**src/rtl/led_blink_bank.sv**
```systemverilog
// Multi-channel LED pattern generator: per-channel phase accumulators
// driving off/on/blink/PWM LEDs, with a run-time write port, a global
// phase sync and per-channel wrap pulses.
module led_blink_bank #(
  parameter int unsigned      N_CH      = 4,
  parameter int unsigned      ACC_W     = 32,
  parameter int unsigned      DUTY_W    = 8,
  parameter logic [ACC_W-1:0] RESET_INC = ACC_W'(215),
  localparam int unsigned     CH_W      = (N_CH > 1) ? $clog2(N_CH) : 1
) (
  input  logic              clk,
  input  logic              reset,
  input  logic              sync_i,
  input  logic              wr_en,
  input  logic [CH_W-1:0]   wr_ch,
  input  logic [1:0]        wr_mode,
  input  logic [ACC_W-1:0]  wr_inc,
  input  logic [DUTY_W-1:0] wr_duty,
  output logic [N_CH-1:0]   led,
  output logic [N_CH-1:0]   wrap,
  output logic              wr_err
);

  localparam logic [1:0]        MODE_OFF   = 2'd0;
  localparam logic [1:0]        MODE_ON    = 2'd1;
  localparam logic [1:0]        MODE_BLINK = 2'd2;
  localparam logic [DUTY_W-1:0] DUTY_RST   = DUTY_W'(1) << (DUTY_W - 1);

  // Per-channel configuration and phase state
  logic [ACC_W-1:0]  acc  [N_CH];
  logic [ACC_W-1:0]  inc  [N_CH];
  logic [1:0]        mode [N_CH];
  logic [DUTY_W-1:0] duty [N_CH];

  logic              wr_ok;
  logic [N_CH-1:0]   wr_sel;
  logic [N_CH-1:0]   clr;
  logic [N_CH-1:0]   carry;
  logic [N_CH-1:0]   led_nxt;
  logic [ACC_W:0]    sum [N_CH];

  // Write decode, clear priority, accumulator add with carry and LED function
  always_comb begin
    wr_ok   = wr_en && (32'(wr_ch) < N_CH);
    wr_sel  = '0;
    clr     = '0;
    carry   = '0;
    led_nxt = '0;
    for (int c = 0; c < N_CH; c++) begin
      sum[c]    = (ACC_W+1)'(acc[c]) + (ACC_W+1)'(inc[c]);
      carry[c]  = sum[c][ACC_W];
      wr_sel[c] = wr_ok && (wr_ch == CH_W'(c));
      clr[c]    = sync_i || wr_sel[c];
      case (mode[c])
        MODE_OFF:   led_nxt[c] = 1'b0;
        MODE_ON:    led_nxt[c] = 1'b1;
        MODE_BLINK: led_nxt[c] = acc[c][ACC_W-1];
        default:    led_nxt[c] = (acc[c][ACC_W-1 -: DUTY_W] < duty[c]);
      endcase
    end
  end

  // Accumulators advance every cycle unless cleared; valid writes load config
  always_ff @(posedge clk or negedge reset) begin
    if (!reset) begin
      for (int c = 0; c < N_CH; c++) begin
        acc[c]  <= '0;
        inc[c]  <= RESET_INC;
        mode[c] <= MODE_BLINK;
        duty[c] <= DUTY_RST;
      end
    end else begin
      for (int c = 0; c < N_CH; c++) begin
        acc[c] <= clr[c] ? '0 : sum[c][ACC_W-1:0];
        if (wr_sel[c]) begin
          inc[c]  <= wr_inc;
          mode[c] <= wr_mode;
          duty[c] <= wr_duty;
        end
      end
    end
  end

  // Registered outputs; a cleared accumulator suppresses its wrap pulse
  always_ff @(posedge clk or negedge reset) begin
    if (!reset) begin
      led    <= '0;
      wrap   <= '0;
      wr_err <= 1'b0;
    end else begin
      led    <= led_nxt;
      wrap   <= carry & ~clr;
      wr_err <= wr_en && !wr_ok;
    end
  end

endmodule

```
**config.mk**
```make
export PLATFORM = sky130hd
export DESIGN_NAME = led_blink_bank
export DESIGN_NICKNAME = d
export VERILOG_FILES = /design/src/rtl/led_blink_bank.sv
export SDC_FILE = /design/constraint.sdc
export NUM_CORES = 1
export LEC_CHECK = 0
export BUFFER_PORTS_ARGS = -buffer_cell sky130_fd_sc_hd__buf_2
export CAP_MARGIN = 20
export CORE_ASPECT_RATIO = 0.9
export CORE_MARGIN = 1
export CORE_UTILIZATION = 46
export DETAILED_ROUTE_END_ITERATION = 8
export PLACE_DENSITY = 0.72
export SETUP_SLACK_MARGIN = 0.15
export SLEW_MARGIN = 20
export SYNTH_ARGS = -nofsm -noshare
export SYNTH_HDL_FRONTEND = slang
export SYNTH_SLANG_ARGS = --single-unit
```
**constraint.sdc**
```tcl
create_clock -name clk -period 2.7 [get_ports clk]
set_clock_uncertainty 0.05 [all_clocks]
set_input_delay 0.27 -clock clk [delete_from_list [all_inputs] [get_ports clk]]
set_output_delay 0.27 -clock clk [all_outputs]
set_load 0.01 [all_outputs]
```
Word-level counts from Yosys, hierarchy flattened
Index checks and enable logic that the tools add are counted.
{"block": "totals", "register_bits": 304, "latch_bits": 0, "ram_bits": 0, "rom_bits": 0, "inputBits": 48, "output_inout_bits": 9, "word_cells": 60, "memories": 0}
{"block": "classes", "addsub": 4, "n_mul": 0, "n_div": 0, "order_cmp": 4, "n_eq_ne": 11, "n_shift": 0, "muxes": 8, "n_bitwise": 2, "n_reduce_logical": 13}
{"cell": "32-bit by 32-bit adder with 33-bit output", "count": 4}
{"cell": "32-bit 2-to-1 mux", "count": 4}
{"cell": "8-bit less-than comparator", "count": 4}
{"cell": "2-bit equality test (second input constant)", "count": 6}
{"cell": "1-bit one-hot mux with 3 select lines", "count": 4}
{"cell": "2-bit by 1-bit equality test with 1-bit output (second input constant)", "count": 5}
{"cell": "2-bit zero test", "count": 5}
{"cell": "4-bit bitwise AND", "count": 1}
{"cell": "1-bit logical AND", "count": 4}
{"cell": "1-bit logical OR", "count": 4}
{"cell": "4-bit NOT", "count": 1}

Depth between registers and ports, before layout
{"block": "logic_depth", "word_depth": 5, "ltp_mapped": 12, "ltp_nobuf": 12}

Least setup slack after synthesis
No wires, ideal clock.
{"block": "synth_timing", "path_kind": "flip-flop to flip-flop", "from": "register inc[64] (netlist name)", "to": "register acc[90] (netlist name)", "setup_time_ns": 0.066, "t_arrival_ns": 2.684, "required_ns": 2.584, "setup_slack_ns": -0.100, "stages_incl_launch_ff": 13, "path_buffers": 0, "period_less_slack_ns": 2.800, "path_cell_list": "dfstp_2 ha_1 inv_1 fa_1 nor2b_1 o21ai_1 o221ai_1 a311oi_1 nor2_1 nand4_1 or3_1 a211o_1 nand2_1"}
{"block": "synth_via", "elab_chain_cells": 2}
{"item": "start, declared", "line": "31", "source": "logic [ACC_W-1:0] inc [N_CH];"}
{"item": "start signal, assigned by index", "line": "76", "source": "inc[c] <= wr_inc;"}
{"item": "32-bit by 32-bit adder with 33-bit output", "line": "50", "source": "sum[c] = (ACC_W+1)'(acc[c]) + (ACC_W+1)'(inc[c]);"}
{"item": "32-bit 2-to-1 mux", "line": "74", "source": "acc[c] <= clr[c] ? '0 : sum[c][ACC_W-1:0];"}
{"item": "end signal, assigned by index", "line": "74"}
{"item": "end, declared", "line": "30", "source": "logic [ACC_W-1:0] acc [N_CH];"}
Every way passes these cells.
A chain may end at the register's enable or synchronous reset.

Final worst setup path
{"block": "layout_timing", "from": "register inc[32] (netlist name)", "to": "register acc[54] (netlist name)"}
The elaborated chain is that of the path after synthesis.

==> reports/summary.txt <==
======================================================================================
Result of the run                                                         finished with violations
Violations in the final reports                                           setup timing
Number of nets produced by synthesis                                              1888
DR WL/cell                                                                     18.1 um
Part of the total power dissipated in the clock network                          19.0%
Initial antenna violation count                                                      1
Final WS setup                                                               -0.121 ns
Critical path arrival                                                          3.16 ns
Clock tree from TritonCTS                                                          yes
Clock root buffer master                                                  sky130_fd_sc_hd__clkbuf_16
Placed Instance Area                                                       19200 sq um
Relative area change from synthesis to final layout                              22.1%
DRC violations left                                                                  0
Post-route minimum period                                                      2.82 ns
Global router's overall resource usage                                           21.7%
GR met1 Demand/Resource                                                          30.2%
Maximum number of pins on one net before global-route repair                        76
Cell repeated most along the worst path                                   sky130_fd_sc_hd__o31a_1
Width of the die                                                                208 um
Final global-route overflow total                                                    0
Fraction of the cycle the final worst path needs                                  104%
H-Tree Depth                                                                         2
Number of warnings reported in the yosys synthesis log                               0
Via density per instance                                                          5.75
Total power per unit cell area                                            1160 nW/um^2
Area share of the leading cell type in the synthesized netlist                   38.6%
Non-filler instance count after layout                                            2358
Die Span Y                                                                      188 um
IO Count                                                                            57
Sequential fraction of design power                                              26.9%
Met2 Resource Use GR                                                             35.5%
Portion of the post-synthesis area used by sequential elements                   43.4%
Leak Pwr                                                                       10.3 nW
Leading cell types by total area after synthesis                          sky130_fd_sc_hd__dfrtp_1, sky130_fd_sc_hd__ha_1, sky130_fd_sc_hd__mux2_2, sky130_fd_sc_hd__dfstp_2, sky130_fd_sc_hd__a21o_1
Clock-pin slew of the registers on the worst-case setup and hold paths         0.06 ns
Full die area                                                              39100 sq um
Final count of pins violating max slew                                               0
Site row count                                                                      67
Avg Synthesized Cell Area                                                   10.5 sq um
Internal cell power                                                           0.0152 W
Weighted congestion reported at the end of routability-driven placement          0.887
Number of maximum-capacitance constraint violations                                  0
Normalized max-slew margin                                                       59.1%
Met3 demand-to-capacity share in global routing                                  2.55%
Data required time at the worst endpoint                                       3.03 ns
Cell variety after synth                                                            76
Main synth FF type                                                        sky130_fd_sc_hd__dfrtp_1
Hold path startpoint                                                         wr_inc[1]
Vias in the first global route                                                   13.5k
Max clock buf depth                                                                  3
Critical path startpoint                                                       inc[32]
Sw Ratio                                                                         39.1%
Clock sink count                                                                   304
Port bufs                                                                           55
Layout Nets                                                                       2055
Placed cells                                                                      2244
Clock buffers created by TritonCTS                                                  35
Count of nets left with antenna violations after detail routing                      0
Overall routed net length                                                      42.7 mm
Area leader, netlist                                                      sky130_fd_sc_hd__dfrtp_1
Initial drt markers                                                                771
Chain of cells forming the critical path                                  ha_4 > inv_2 > fa_2 > nor2b_4 > o31a_1 > o31a_1 > a221oi_4 > o31a_4 > o21ai_4 > buf_4 > buf_6 > xnor2_2 > nor2_1
Unrepaired setup endpoints after global routing                                   true
Detail Placement HPWL                                                          29.7 mm
Summed area of non-filler cells in the final layout                        21500 sq um
Kind of start point of the critical path                                          flop
Worst-Margin Slew                                                             0.614 ns
Clock latency at the later pin of the worst-skew pair                          0.51 ns
Worst-path maximum fanout                                                            3
Wire length of the first global-routing pass                                   68.8 mm
Most Used Layer, Global Route                                                     met2
Utilization after layout                                                         57.4%
Area of the core region                                                    37500 sq um
Initial Utilization                                                              47.0%
Share of flip-flops with an asynchronous set or reset                             100%
Area of the mapped netlist                                                 17600 sq um
Biggest cell delay along the critical path                                     0.56 ns
Yosys reg bits                                                                     304
Final setup fails                                                                   12
Hold Crit Class                                                                 in2reg
Routed via count                                                                 13.6k
Number of iterations in the first detailed-routing pass                              5
Setup Total Neg Slack                                                        -0.606 ns
Share of final-layout standard cells stronger than drive strength 1              32.0%
Slowest cell on the critical path                                         sky130_fd_sc_hd__dfstp_2
Syn Inst Count                                                                    1680
Upper clock frequency limit                                                  0.354 GHz
Number of endpoints with negative hold slack in the final report                     0
Combinational fraction of design power                                           54.1%
Type of the worst setup path                                                   reg2reg
Post-synth EDFFs                                                                     0
Category of the worst setup path capture point                                    flop
Switch Pwr                                                                   0.00978 W
Maximum resistive drop on vdd                                               0.000619 V
Reg-to-reg startpoint                                                          inc[32]
======================================================================================
-- Yosys cell counts, types with 7 or more instances --
cell type,n
sky130_fd_sc_hd__dfrtp_1,272
sky130_fd_sc_hd__nor2_1,161
sky130_fd_sc_hd__mux2_2,160
sky130_fd_sc_hd__ha_1,156
sky130_fd_sc_hd__a21oi_1,120
sky130_fd_sc_hd__a21o_1,98
sky130_fd_sc_hd__nand2_1,76
sky130_fd_sc_hd__o21ai_0,72
sky130_fd_sc_hd__clkbuf_1,58
sky130_fd_sc_hd__inv_1,57
sky130_fd_sc_hd__xor2_1,54
sky130_fd_sc_hd__xnor2_1,45
sky130_fd_sc_hd__dfstp_2,32
sky130_fd_sc_hd__nor3_1,25
sky130_fd_sc_hd__nand3_1,24
sky130_fd_sc_hd__nand2b_1,22
sky130_fd_sc_hd__a31oi_1,21
sky130_fd_sc_hd__and3_1,20
sky130_fd_sc_hd__nor2b_1,19
sky130_fd_sc_hd__a211oi_1,17
sky130_fd_sc_hd__o21a_1,15
sky130_fd_sc_hd__nand4_1,14
sky130_fd_sc_hd__and2_1,10
sky130_fd_sc_hd__o21bai_1,8
sky130_fd_sc_hd__a31o_2,7
-- through the flow --
step                setup slack (ns)  power (W)  hold WS [ns]
detailed placement            -0.300     0.0183         0.170
global route                  -0.226     0.0268        0.0417
global placement              -0.277     0.0179         0.171
finish                        -0.121     0.0250        0.0149
CTS                          -0.0878     0.0240        0.0104
floorplan                    -0.0193     0.0153       -0.0756
-- final cells by class --
| type | instances | area [sq um] |
|---|---|---|
| diodes | 2 | 5.00 |
| fillers | 2981 | 15900 |
| multi-input cells | 1253 | 10400 |
| inverters | 57 | 214 |
| clock buffers | 51 | 1060 |
| repair buffers | 196 | 1480 |
| clock inverters | 12 | 98.8 |
| flip-flops and latches | 304 | 7650 |
| well taps | 483 | 604 |
-- repair_timing --
item / CTS / global route
resized for setup: 87 / 83
gates cloned: 0 / 0
hold buffers: 2 / 0
endpoints found under the hold margin: 49 / 0
setup buffers: 26 / 21
pin swaps: 72 / 69
setup endpoints to repair: 64 / 67
-- state kept, by name (all words and copies together) (netlist names) --
register and flops:
acc 128, duty 32, inc 128, led 4
wrap 4, mode 8
-- power groups by stage --
stage | logic, W | clock network (W) | registers, W
2_1_floorplan | 0.00880 | 0 | 0.00654
3_3_place_gp | 0.0112 | 0 | 0.00668
3_5_place_dp | 0.0115 | 0 | 0.00675
4_1_cts | 0.0125 | 0.00484 | 0.00671
5_1_grt | 0.0149 | 0.00503 | 0.00688
6_report | 0.0135 | 0.00476 | 0.00672
-- path summary, 6_finish.rpt --
path                       slack (ns)       to  cells after the start
max in group asynchronous        1.58  duty[9]                      3
hold / removal                   0.01  inc[97]                      3
setup / recovery                -0.12  acc[54]                     13
hold reg to reg                  0.42   led[2]                      1
min in group asynchronous        0.21   acc[4]                      2
setup reg to reg                -0.12  acc[54]                     13
-- cells in the final DEF, fill, tap and decap left out, drive strengths merged, types with 18 or more instances in the layout --
master and n:
a211oi 18, a21o 98, a21oi 120, a31oi 21, and3 20, buf 194
clkbuf 51, dfrtp 272, dfstp 32, ha 156, inv 57, mux2 160
nand2 76, nand2b 22, nand3 24, nor2 161, nor2b 20, nor3 26
o21ai 80, xnor2 45, xor2 54
-- critical path, delay by kind of cell (launching register included) --
family	cells	cell delay, ns
AOI/OAI and AO/OA	5	1.03
DFF	1	0.56
adders and majority gates	2	0.50
buffers and inverters	3	0.28
and+or+nand+nor	2	0.18
xor gates and xnor gates	1	0.09
-- routing by layer --
metal | wire length (um) | share of wire (%)
met5 | 0 | 0
met4 | 1090 | 2.6
met3 | 1790 | 4.2
met2 | 19900 | 47
met1 | 19900 | 47
-- kinds of logic (layout without fill, tap and decap cells) --
logic type	Yosys count	after routing	synth area share, %
and+or+nand+nor	398	398	10.7
other	1	3	0.0213
adders and majority gates	160	160	11.5
AOI/OAI and AO/OA	432	432	16.4
buffers and inverters	123	316	2.67
xor gates and xnor gates	99	99	4.92
DFF	304	304	43.4
muxes	163	163	10.4
No activity file was read; power rests on OpenSTA's default activity.
